`src/rtl/sw_ref_read_arbiter.sv`:
```
// sw_ref_read_arbiter
//  Shares one DDR3 read port among NUM_REQ Smith-Waterman engines. One
//  requester is picked round-robin, its read command is issued, and exactly
//  the requested number of beats is steered back to it before the next
//  arbitration. Only one transaction is in flight at a time.
//
//  Optional feature macro: SW_ARB_WDOG_EN
//    defined   : a DATA-state watchdog aborts a transaction after WDOG_CYCLES
//                cycles without a beat and sets the sticky wdog_err flag.
//    undefined : no watchdog, wdog_err tied low, DATA waits indefinitely.
//
//  Ports
//   clk, rst_n                      clock, async active-low reset
//   req_valid/req_addr/req_beats    per-engine read requests (packed slices)
//   req_ready                       one-hot request accept (combinational)
//   mem_cmd_valid/ready/addr/beats  read command to the DDR3 port
//   mem_rd_valid/data, mem_rd_ready read beats from the DDR3 port
//   rsp_valid/data/last, rsp_ready  beats routed to the owning engine
//   busy                            a transaction is in progress
//   owner                           current or most recent grant index
//   wdog_err                        sticky watchdog timeout flag
module sw_ref_read_arbiter #(
  parameter int unsigned NUM_REQ     = 5,
  parameter int unsigned ADDR_W      = 32,
  parameter int unsigned DATA_W      = 128,
  parameter int unsigned BEATS_W     = 8,
  parameter int unsigned WDOG_CYCLES = 1024,
  localparam int unsigned OWN_W      = $clog2(NUM_REQ)
) (
  input  logic                         clk,
  input  logic                         rst_n,
  input  logic [NUM_REQ-1:0]           req_valid,
  input  logic [NUM_REQ*ADDR_W-1:0]    req_addr,
  input  logic [NUM_REQ*BEATS_W-1:0]   req_beats,
  output logic [NUM_REQ-1:0]           req_ready,
  output logic                         mem_cmd_valid,
  input  logic                         mem_cmd_ready,
  output logic [ADDR_W-1:0]            mem_cmd_addr,
  output logic [BEATS_W-1:0]           mem_cmd_beats,
  input  logic                         mem_rd_valid,
  input  logic [DATA_W-1:0]            mem_rd_data,
  output logic                         mem_rd_ready,
  output logic [NUM_REQ-1:0]           rsp_valid,
  output logic [DATA_W-1:0]            rsp_data,
  output logic                         rsp_last,
  input  logic [NUM_REQ-1:0]           rsp_ready,
  output logic                         busy,
  output logic [OWN_W-1:0]             owner,
  output logic                         wdog_err
);

  // One extra bit so last_owner + 1 + k never overflows before the wrap.
  localparam int unsigned SUM_W = OWN_W + 1;

  if (NUM_REQ < 2 || NUM_REQ > 8 || WDOG_CYCLES < 2) begin : g_cfg_err
    $error("sw_ref_read_arbiter: unsupported parameter set");
  end

  typedef enum logic [1:0] {
    ST_IDLE = 2'd0,
    ST_CMD  = 2'd1,
    ST_DATA = 2'd2
  } state_e;

  state_e               state_q, state_d;
  logic [OWN_W-1:0]     owner_q, last_owner_q;
  logic [ADDR_W-1:0]    addr_q;
  logic [BEATS_W-1:0]   beats_q, cnt_q;

  logic                 any_req_c, grant_c;
  logic [OWN_W-1:0]     winner_c;
  logic [SUM_W-1:0]     cand_c;
  logic [ADDR_W-1:0]    win_addr_c;
  logic [BEATS_W-1:0]   win_beats_c;
  logic                 sel_rdy_c, beat_hs_c, last_hs_c, wdog_trip_c;

  // Round-robin pick: first valid requester scanning upward from last_owner+1.
  always_comb begin
    any_req_c = 1'b0;
    winner_c  = '0;
    cand_c    = '0;
    for (int k = 0; k < int'(NUM_REQ); k++) begin
      cand_c = SUM_W'(last_owner_q) + SUM_W'(k) + SUM_W'(1);
      if (cand_c >= SUM_W'(NUM_REQ)) cand_c = cand_c - SUM_W'(NUM_REQ);
      if (!any_req_c && req_valid[OWN_W'(cand_c)]) begin
        any_req_c = 1'b1;
        winner_c  = OWN_W'(cand_c);
      end
    end
  end

  // Payload of the winning requester.
  always_comb begin
    win_addr_c  = '0;
    win_beats_c = '0;
    for (int i = 0; i < int'(NUM_REQ); i++) begin
      if (OWN_W'(i) == winner_c) begin
        win_addr_c  = req_addr[i*ADDR_W +: ADDR_W];
        win_beats_c = req_beats[i*BEATS_W +: BEATS_W];
      end
    end
  end

  // Owner's beat-accept; other engines' rsp_ready is ignored.
  always_comb begin
    sel_rdy_c = 1'b0;
    for (int i = 0; i < int'(NUM_REQ); i++) begin
      if (OWN_W'(i) == owner_q) sel_rdy_c = rsp_ready[i];
    end
  end

  // rst_n gating keeps req_ready low while reset is asserted.
  assign grant_c   = (state_q == ST_IDLE) && any_req_c && rst_n;
  assign beat_hs_c = (state_q == ST_DATA) && mem_rd_valid && sel_rdy_c;
  assign last_hs_c = beat_hs_c && (cnt_q == BEATS_W'(1));

`ifdef SW_ARB_WDOG_EN
  localparam int unsigned WDOG_W = $clog2(WDOG_CYCLES);

  logic [WDOG_W-1:0] wdog_cnt_q;
  logic              wdog_err_q;

  // Trips on the edge where the idle count would reach WDOG_CYCLES.
  assign wdog_trip_c = (state_q == ST_DATA) && !beat_hs_c &&
                       (wdog_cnt_q == WDOG_W'(WDOG_CYCLES - 1));

  // Idle-cycle counter, cleared outside DATA and on every beat.
  always_ff @(posedge clk or negedge rst_n) begin
    if (!rst_n) begin
      wdog_cnt_q <= '0;
      wdog_err_q <= 1'b0;
    end else begin
      if (state_q != ST_DATA || beat_hs_c) wdog_cnt_q <= '0;
      else                                 wdog_cnt_q <= wdog_cnt_q + WDOG_W'(1);
      if (wdog_trip_c) wdog_err_q <= 1'b1;
    end
  end

  assign wdog_err = wdog_err_q;
`else
  assign wdog_trip_c = 1'b0;
  assign wdog_err    = 1'b0;
`endif

  // State register.
  always_ff @(posedge clk or negedge rst_n) begin
    if (!rst_n) state_q <= ST_IDLE;
    else        state_q <= state_d;
  end

  // Next-state logic; zero-length grants complete in IDLE.
  always_comb begin
    state_d = state_q;
    case (state_q)
      ST_IDLE: if (grant_c && win_beats_c != '0) state_d = ST_CMD;
      ST_CMD:  if (mem_cmd_ready)                state_d = ST_DATA;
      ST_DATA: if (last_hs_c || wdog_trip_c)     state_d = ST_IDLE;
      default:                                   state_d = ST_IDLE;
    endcase
  end

  // Output decode.
  always_comb begin
    req_ready     = '0;
    mem_cmd_valid = 1'b0;
    mem_rd_ready  = 1'b0;
    rsp_valid     = '0;
    rsp_last      = 1'b0;
    busy          = (state_q != ST_IDLE);
    case (state_q)
      ST_IDLE: begin
        for (int i = 0; i < int'(NUM_REQ); i++) begin
          if (grant_c && OWN_W'(i) == winner_c) req_ready[i] = 1'b1;
        end
      end
      ST_CMD: mem_cmd_valid = 1'b1;
      ST_DATA: begin
        mem_rd_ready = sel_rdy_c;
        rsp_last     = (cnt_q == BEATS_W'(1));
        for (int i = 0; i < int'(NUM_REQ); i++) begin
          rsp_valid[i] = mem_rd_valid && (OWN_W'(i) == owner_q);
        end
      end
      default: ;
    endcase
  end

  // Transaction capture, beat countdown and round-robin pointer.
  always_ff @(posedge clk or negedge rst_n) begin
    if (!rst_n) begin
      owner_q      <= '0;
      last_owner_q <= OWN_W'(NUM_REQ - 1);
      addr_q       <= '0;
      beats_q      <= '0;
      cnt_q        <= '0;
    end else begin
      if (grant_c) begin
        owner_q <= winner_c;
        addr_q  <= win_addr_c;
        beats_q <= win_beats_c;
        if (win_beats_c == '0) last_owner_q <= winner_c;
      end
      if (state_q == ST_CMD && mem_cmd_ready) cnt_q <= beats_q;
      if (beat_hs_c)                          cnt_q <= cnt_q - BEATS_W'(1);
      if (last_hs_c || wdog_trip_c)           last_owner_q <= owner_q;
    end
  end

  assign mem_cmd_addr  = addr_q;
  assign mem_cmd_beats = beats_q;
  assign owner         = owner_q;
  assign rsp_data      = mem_rd_data;

endmodule

```
`config.mk`:
```
export PLATFORM = sky130hd
export DESIGN_NAME = sw_ref_read_arbiter
export DESIGN_NICKNAME = d
export VERILOG_FILES = /design/src/rtl/sw_ref_read_arbiter.sv
export SDC_FILE = /design/constraint.sdc
export NUM_CORES = 1
export LEC_CHECK = 0
export BUFFER_PORTS_ARGS = -buffer_cell sky130_fd_sc_hd__buf_2
export CAP_MARGIN = 0
export CORE_AREA = 2 2 207 209
export DETAILED_ROUTE_END_ITERATION = 7
export DIE_AREA = 0 0 209 211
export GPL_TIMING_DRIVEN = 0
export PLACE_DENSITY = 0.45
export SYNTH_ARGS = -nofsm -noshare
export SYNTH_HDL_FRONTEND = slang
export SYNTH_SLANG_ARGS = --single-unit
```
`constraint.sdc`:
```
create_clock -name clk -period 4.3 [get_ports clk]
set_input_delay 0.43 -clock clk [delete_from_list [all_inputs] [get_ports clk]]
set_output_delay 0.43 -clock clk [all_outputs]
set_load 0.005 [all_outputs]
```
After elaboration in Yosys (flattened, before gate mapping) --
Index checks and enable logic that the tools add are counted.
Operators by class: add/sub/neg operators 14, magnitude comparators 10, equality and inequality tests 14, mux-type cells 59, reductions and logical operators 36
Operators with widths (count):
- 2-to-1 mux 32 bit | 5
- 2-to-1 mux 8 bit | 7
- 2-to-1 mux 3 bit | 13
- 2-to-1 mux 1 bit | 23
- logical AND 1 bit | 21
- >= comparator 4 x 3 -> 1 bit, second input constant | 5
- < comparator 3 x 4 -> 1 bit, second input constant | 5
- adder 4 x 1 -> 4 bit, second input constant | 4
- binary-select mux 1 bit (select 3 bit) | 5
- subtractor 3 bit, second input constant | 5
- == test 2 x 3 -> 1 bit, first input constant | 4
- 2-to-1 mux 5 bit | 2
- adder 3 x 2 -> 4 bit, second input constant | 2
- == test 8 x 1 -> 1 bit, second input constant | 1
- logical NOT 8 bit | 1
- nonzero test 2 bit | 4
- nonzero test 8 bit | 1
- subtractor 8 x 1 -> 8 bit, second input constant | 1
- == test 1 x 3 -> 1 bit, first input constant | 2
- == test 3 bit, first input constant | 2
- logical NOT 3 bit | 2
- 2-to-1 mux 2 bit | 3
- one-hot mux 2 bit (3 select lines) | 1
- adder 3 x 1 -> 4 bit, second input constant | 1
- 9 further kinds | 13
Storage, ports and cells: register bits 56, bits of input ports 342

Depth between registers and ports, before layout --
depth after elaboration 28, depth in mapped cells 20, mapped depth without buffers 15

Least setup slack after synthesis --
No wires, ideal clock.
kind register to output, start register last_owner_q[0], end output req_ready[0], data arrival time 4159 ps, required time 3870 ps, slack -289 ps, stages on the path, launching flop included 18, path buffers 6, cell sequence dfrtp_1 -> buf_2 -> buf_4 -> buf_2 -> inv_1 -> ha_1 -> buf_4 -> nor4b_1 -> a311oi_2 -> nand2_2 -> mux2_4 -> a2111o_1 -> or3_4 -> nand3_1 -> clkbuf_1 -> clkbuf_1 -> nand2_1 -> nor2_1
Between the ends: word-level cells in the longest chain between the ends 23, elaborated cells between the ends (all ways) 57, classes of those cells 13 x add/sub; 5 x order compare; 27 x mux; 12 x reduce/logical
RTL lines:
- start: declaration | RTL line 66 | logic [OWN_W-1:0] owner_q, last_owner_q;
- start signal: assignment | RTL line 192 | last_owner_q <= OWN_W'(NUM_REQ - 1);
- start signal: assignment | RTL line 201 | if (win_beats_c == '0) last_owner_q <= winner_c;
- start signal: assignment | RTL line 205 | if (last_hs_c || wdog_trip_c) last_owner_q <= owner_q;
- parallel branches: the longest is 20 deep, another holds adder 3 x 1 -> 4 bit
- logical AND 1 bit * | RTL line 173 | if (grant_c && OWN_W'(i) == winner_c) req_ready[i] = 1'b1;
- 2-to-1 mux 1 bit * | RTL line 173
- 2-to-1 mux 5 bit * | RTL line 170 | case (state_q)
- end: declaration | RTL line 35 | output logic [NUM_REQ-1:0] req_ready,
Every way passes the cells marked *. The select of a mux whose other input is x is not followed.

Worst setup path after layout --
start register last_owner_q[0], end output req_ready[2]
The elaborated chain is that of the path after synthesis.

==> run summary <==
Outcome: finished, violations left
Violated checks: setup timing
Worst path slowest cell: dfrtp_2
Vias in the first global route: 7,914
Clk sink count: 56
GRT Max-Usage Layer: met2
CP Capture Type: output port
CTS root buffer: clkbuf_16
Initial DRC count: 282
Layout area overhead: 78.7%
Routed vias/inst: 4.32
Number of synthesized flops with an enable pin: 0
Layout cells sized above 1: 60.9%
Dpl ws: -2.33 ns
FFs w/ async S/R, synth: 100%
Hold Slack: 0.195 ns
Synth cell types: 76
Crit path cell chain: buf_8, buf_8, buf_12, inv_12, ha_4, and4bb_2, nor4_4, nand2_2, mux2_4, a2111o_1, or3_4, buf_4, and3_4, clkbuf_16, nand2_8, a21oi_2, buf_2
Slew headroom: 43.2%
Most used DFF post-synth: dfrtp_1
Grt met1 use: 18.2%
Die Y: 211 um
DRC Markers: 0
Crit Path Max Fanout: 6
Core ar.: 0.0418 sq mm
Site row count: 75
Post-synth net total: 1,209
Crit share post-route: 103%
Synth Instances: 858
Hold_buf cts: 0
CP startpoint kind: register
GP Congestion: 0.938
Sequential Area: 0.00141 sq mm
Most common cell in the synthesized netlist: nand2_1
Antenna violations before repair: 7
Synth area leader: dfrtp_1
Ports: 528
Post-route setup slack: -0.121 ns
Grt total ovfl: 0
First-pass GRT wire length: 50.0 mm
Worst setup path class: reg -> out
Synth warn: 0
Achievable frequency: 0.226 GHz
Clk_skew: 0.0108 ns
Hold Path Class: in -> async
Die Area: 0.0441 sq mm
Data required, critical path: 3.87 ns
Width of the die: 209 um
Post-DP HPWL: 28.9 mm
Clock slew at reported path FFs: 0.09 ns
Vias: 8,053
RSZ-0062 raised after global routing: yes
Post-route antenna net violation count: 0
CP max stage delay: 0.45 ns
Worst Path Buf+Inv: 7
CP top delay family: simple AND/OR/NAND/NOR gates
H-tree levels: 2
#FFs+latches synth: 56
Largest net degree at the start of global routing: 58
Mean routed wirelength per cell: 19.8 um
Mapped Area: 0.00614 sq mm
CP dominant cell by count: buf_8
Fillers: 4,638
Clk Latency, worst-skew pair: 0.33 ns
# setup viols final: 11
Final worst path period need: 4.42 ns
Max Cap Viol: 0
Commonest cells post-synth: nand2_1 (164), buf_4 (131), a21oi_1 (89)
Nets: 1,674
Slew of the pin with the lowest slew margin: 0.852 ns
Post-synth top area share: 22.4%
Port buffer count: 398
Met3 Track Usage GR: 3.90%
Final Hold Violating Endpoints: 0
Final Cell Area: 0.0110 sq mm
TritonCTS clock tree: yes
Top post-synthesis cells by area: dfrtp_1 (22%), buf_4 (16%), nand2_1 (10%), a21oi_1 (7.3%), a221oi_1 (4.6%)
Max Buffers Root-to-Sink: 2
Initial core utilization: 14.7%
Max-slew violations: 0
Tot GR Track Use: 15.3%
Cts bufs inserted: 5
Detailed Routing Iterations Pass 1: 5
DRT Wirelength: 36.9 mm
Critical Path AT: 3.99 ns
M2 GR Usage: 27.7%
Syn avg cell area: 7.16 sq um
Fin util: 26.3%
Placed instance area: 0.00883 sq mm
Multi-input logic area: 0.00433 sq mm
Seq/Total Area, Yosys: 22.8%
## placed cells by master, fill, tap and decap left out, types with 18 or more instances in the layout
master	count
buf_2	399
buf_4	179
nand2_1	143
a21oi_1	78
nor2_1	59
dfrtp_1	53
a221oi_2	30
buf_12	20
o21ai_1	18
## area by class of cell
type,count,area share (%)
well taps,539,6.15
clock buffers,5,1.14
clock inverters,3,0.239
multi-input cells,599,39.4
diodes,3,0.0684
repair buffers,462,24.6
flip-flops and latches,56,12.8
plain buffers,179,14.8
inverters,20,0.866
## state kept, by name, indices dropped and copies added (netlist names)
| signal | count |
|---|---|
| cnt_q | 8 |
| last_owner_q | 3 |
| mem_cmd_addr | 32 |
| mem_cmd_beats | 8 |
| owner | 3 |
| state_q | 2 |
## through the flow
| step | TNS, ns | cells |
|---|---|---|
| final | -0.552 | 1866 |
| after global routing | -5.12 | 1864 |
| after CTS | -1.97 | 1836 |
| after detailed placement | -87.98 | 1795 |
| after global placement | -92.92 | 1795 |
| after floorplan | 0 | 858 |
## final timing paths
kind	from	to	slack, ns	depth (start not counted)
hold / removal	rst_n	cnt_q[2]	0.20	1
min in group clk	mem_cmd_ready	state_q[0]	0.31	2
hold reg to reg	mem_cmd_addr[26]	mem_cmd_addr[26]	0.53	2
setup / recovery	last_owner_q[0]	req_ready[2]	-0.12	17
setup reg to reg	last_owner_q[0]	last_owner_q[1]	-0.09	17
max in group asynchronous	rst_n	last_owner_q[0]	3.50	1
## what timing repair did
action / CTS / global route
buffers inserted: 36 / 20
resized for setup: 158 / 203
setup endpoints to repair: 52 / 49
pin swaps: 23 / 81
cloned: 0 / 9
## per-layer routing
metal | vias up | share of wire, %
li1 | 3848 | -
met1 | 3796 | 40
met2 | 371 | 51
met3 | 32 | 6.9
met4 | 6 | 1.9
met5 | - | 0.092
## logic make-up after synthesis
logic type	count (synthesis)	share of synthesized area (%)
XOR/XNOR	6	0.856
AO/OA/AOI/OAI	237	24.9
multiplexers	25	4.48
buffers and inverters	204	20.9
flip-flops	56	22.8
adder cells (fa/ha/maj)	9	1.83
other	1	0.0611
AND/OR/NAND/NOR	320	24.1
Power is not shown: default switching activity piles up to over one toggle a cycle in this logic, so the estimate is an artifact.
